<file path="src/rtl/shift_seq_pkg.sv">
// rtl/shift_seq_pkg.sv - shared state encoding and counter sizing for shift_seq
package shift_seq_pkg;

  typedef enum logic [1:0] {
    IDLE  = 2'd0,
    LOAD  = 2'd1,
    SHIFT = 2'd2,
    FLUSH = 2'd3
  } state_t;

  // Counter must hold 0..SIZE.
  function automatic int cnt_width(input int size);
    return $clog2(size + 1);
  endfunction

endpackage

</file>
<file path="src/rtl/shift_seq.sv">
// rtl/shift_seq.sv - load/shift sequencer for a right-shift register
// Optional SHIFT_SEQ_HOLD_EN adds a hold input that stalls shifting.
module shift_seq
  import shift_seq_pkg::*;
#(
  parameter int SIZE = 4
) (
  input  logic            clk,
  input  logic            rst,
  input  logic [SIZE-1:0] in_data,
  input  logic            in_valid,
  output logic            in_ready,
`ifdef SHIFT_SEQ_HOLD_EN
  input  logic            hold,
`endif
  output logic [SIZE-1:0] sr_din,
  output logic            sr_pl,
  output logic            sr_en,
  output logic            sr_si,
  output logic            bit_valid,
  output logic            bit_last,
  output logic            busy,
  output logic            done
);

  localparam int CW = cnt_width(SIZE);

  state_t        state;
  logic [CW-1:0] cnt;
  logic          stall;
  logic          last_shift;
  logic          accept;

`ifdef SHIFT_SEQ_HOLD_EN
  // hold only matters while shifting; it gates sr_en in the same cycle.
  assign stall = hold && (state == SHIFT);
`else
  assign stall = 1'b0;
`endif

  assign in_ready   = (state == IDLE);
  assign busy       = (state != IDLE);
  assign sr_pl      = (state == LOAD);
  assign sr_en      = (state == SHIFT) && !stall;
  assign sr_si      = 1'b0;
  assign accept     = in_ready && in_valid;
  assign last_shift = sr_en && (cnt == CW'(SIZE - 1));

  always_ff @(posedge clk or posedge rst) begin
    if (rst) begin
      state  <= IDLE;
      cnt    <= '0;
      sr_din <= '0;
    end else begin
      case (state)
        IDLE: begin
          if (accept) begin
            sr_din <= in_data;
            cnt    <= '0;
            state  <= LOAD;
          end
        end
        LOAD:  state <= SHIFT;
        SHIFT: begin
          if (sr_en) begin
            cnt <= cnt + CW'(1);
            if (last_shift) state <= FLUSH;
          end
        end
        FLUSH: state <= IDLE;
        default: state <= IDLE;
      endcase
    end
  end

  // The register's so lags sr_en by one edge, so the qualifiers do too.
  always_ff @(posedge clk or posedge rst) begin
    if (rst) begin
      bit_valid <= 1'b0;
      bit_last  <= 1'b0;
      done      <= 1'b0;
    end else begin
      bit_valid <= sr_en;
      bit_last  <= last_shift;
      done      <= last_shift;
    end
  end

endmodule

</file>
<file path="config.mk">
export PLATFORM = sky130hd
export DESIGN_NAME = shift_seq
export DESIGN_NICKNAME = d
export VERILOG_FILES = /design/src/rtl/shift_seq_pkg.sv /design/src/rtl/shift_seq.sv
export SDC_FILE = /design/constraint.sdc
export NUM_CORES = 1
export LEC_CHECK = 0
export BUFFER_PORTS_ARGS = -buffer_cell sky130_fd_sc_hd__buf_2
export CORE_ASPECT_RATIO = 1.1
export CORE_MARGIN = 10
export CORE_UTILIZATION = 28
export DETAILED_ROUTE_END_ITERATION = 10
export HOLD_SLACK_MARGIN = 0.15
export PLACE_DENSITY = 0.59
export SYNTH_ARGS = -nofsm -noshare
export SYNTH_HDL_FRONTEND = slang
export SYNTH_SLANG_ARGS = --single-unit
</file>
<file path="constraint.sdc">
create_clock -name clk -period 4 [get_ports clk]
set_clock_uncertainty 0.05 [all_clocks]
set_input_delay 0.4 -clock clk [delete_from_list [all_inputs] [get_ports clk]]
set_output_delay 0.4 -clock clk [all_outputs]
set_load 0.05 [all_outputs]
</file>
==> reports/qor.txt <==
Pins Over Slew Limit = 0
Row cnt = 16
Status = complete, no violations
Initial Util = 29.81%
Core Area = 1822 um^2
Worst-case reg-to-reg path depth = 5
Critical Path Start Type = register
Final setup violation count = 0
Hold EP = sr_din[3]$_DFFE_PP0P_
WL/cell = 11.52 um
Longest Clk Path Bufs = 2
IO buf count = 17
Antenna Violating Nets Remaining = 0
Global-route wire length before repair = 1766 um
Post-route DRC = 0
Total GRT Usage = 5.916%
Hold Crit Start = in_data[3]
Final hold vios = 0
Sink Count = 11
Worst EP arrival = 1.42 ns
Clk_lat worst skew = 0.27 ns
CTS root buf = clkbuf_4
Routed Wire Length = 1048 um
Area delta synth->final = 26.04%
Met3 Resource Use GR = 2.308%
Die Area = 4103 um^2
Leading area contributor after synthesis = dfrtp_1
Worst-path clk slew = 0.08 ns
CTS Buf Count = 3
FMAX = 0.5341 GHz
Avg Inst Size Synth = 12.34 um^2
Final core utilization = 37.57%
Die height = 66.19 um
Dpl hpwl = 866.2 um
CTS tree = yes
Post-synthesis register bit count = 11
Fin crit share = 46.81%
R2R Path End = state[1]$_DFFE_PP0P_
Synth Net Count = 57
Kind of critical path = reg2out
Launch point of the worst path = state[0]$_DFFE_PP0P_
N_diodes = 0
Hold depth = 2
Pin count of the biggest net entering global routing = 12
Grt ovf = 0
Global-route met2 utilization = 9.103%
Share of cells above drive strength 1 = 45.31%
Crit path max fanout = 8
Initial antenna violation count = 0
Fin crit period = 1.872 ns
Cell area after synthesis = 543.0 um^2
H-tree levels = 1
Met1 global-route usage = 6.051%
Sequential cell area fraction in the yosys report = 50.69%
Yosys warnings = 0
Hold/Removal Path Class = in2reg
Worst path required time = 3.55 ns
I/O pin total = 19
# nets final = 78
Top post-synthesis cells by area = dfrtp_1 51%, ha_1 14%, mux2_2 8.3%
Top cell type's share of synthesized area = 50.69%
Width of the chip = 61.99 um
Via density = 4.022
Most crowded layer after global routing = met2
Distinct cell type count after synthesis = 16
Register-to-register setup slack = 2.47 ns
Vias = 366
DRT Pass-1 Iters = 3
Launching point of the worst reg2reg path = state[0]$_DFFE_PP0P_
Crit path capture type = output port
Vias in the first global route = 414
Max-cap violations = 0
Final Wtd Congestion = 0.6618
Post-Synthesis Cells = 44
Final setup TNS = 0 ns
RSZ-0062 raised after global routing = false
Initial DRC count = 1
[critical path, stage by stage, from the launching register on]
cell and delay [ns]:
dfrtp_1 0.40, inv_1 0.10, ha_1 0.32, buf_2 0.33
[cells in the mapped netlist]
| cell | instances |
|---|---|
| and2_1 | 1 |
| mux2_2 | 4 |
| dfrtp_1 | 11 |
| mux2i_1 | 1 |
| nand2b_1 | 1 |
| ha_1 | 6 |
| inv_1 | 6 |
| a21oi_2 | 1 |
| buf_4 | 2 |
| o32a_2 | 1 |
| nor2b_4 | 1 |
| a32o_1 | 1 |
| nand2_1 | 4 |
| o21ai_0 | 2 |
| conb_1 | 1 |
| mux2_4 | 1 |
[registers in the layout (all words and copies together), names as in the netlist]
register	count
sr_din	4
cnt	3
state	2
bit_valid	1
done	1
[how the worst max path moves through the flow]
stage | endpoint | slack [ns] | cells after the start
finish | sr_en | 2.13 | 3
global placement | sr_en | 2.46 | 3
global route | sr_en | 2.05 | 3
CTS | sr_en | 2.12 | 3
floorplan | busy | 2.14 | 3
detailed placement | sr_en | 2.42 | 3
[metal layers]
metal | wire [um] | vias up | part of all wire (%)
met1 | 429 | 175 | 41
met4 | 31 | 0 | 3.0
met5 | 0 | - | 0
met3 | 64 | 2 | 6.1
met2 | 522 | 9 | 50
li1 | - | 180 | -
[per-stage QoR]
| stage | hold WS, ns | cell area, um^2 | setup WS (ns) | cells |
|---|---|---|---|---|
| after floorplan | 0.2024 | 543.0 | 2.136 | 44 |
| after detailed placement | 0.3671 | 646.9 | 2.421 | 86 |
| after global routing | 0.3065 | 684.4 | 2.055 | 91 |
| after CTS | 0.3141 | 684.4 | 2.117 | 91 |
| final | 0.3154 | 684.4 | 2.128 | 91 |
| after global placement | 0.3594 | 646.9 | 2.460 | 86 |
[layout make-up]
type	count	area [um^2]
Clock inverter	1	5.005
Clock buffer	3	22.52
Tap cell	27	33.78
Multi-Input combinational cell	25	230.2
Timing Repair Buffer	18	95.09
Fill cell	183	1137
Sequential cell	11	275.3
Inverter	6	22.52
[kinds of logic (layout without fill, tap and decap cells)]
logic type                 Yosys count  after routing  share of synthesized area [%]
AOI/OAI and AO/OA                    5              5                          7.374
other                                1              1                         0.6906
adders and majority gates            6              6                          13.82
DFF                                 11             11                          50.69
muxes                                6              6                          12.90
buffers and inverters                8             28                          6.911
and+or+nand+nor                      7              7                          7.604
[cell usage in the layout, fill, tap and decap left out]
master	instances
a21oi_2	1
a32o_1	1
and2_1	1
buf_2	17
clkbuf_4	3
clkinv_2	1
conb_1	1
dfrtp_1	11
dlygate4sd3_1	1
ha_1	6
inv_1	6
mux2_2	4
mux2_4	1
mux2i_1	1
nand2_1	4
nand2b_1	1
nor2b_4	1
o21ai_0	2
o32a_2	1
[what timing repair did]
action,4_1_cts,5_1_grt
buffers inserted,0,0
hold buffers,1,0
gates resized for setup,0,0
endpoints found under the hold margin,11,0
Power is left out: the tool's default activity adds up to more than one toggle a clock period on the data nets, which glitch-free logic cannot reach.
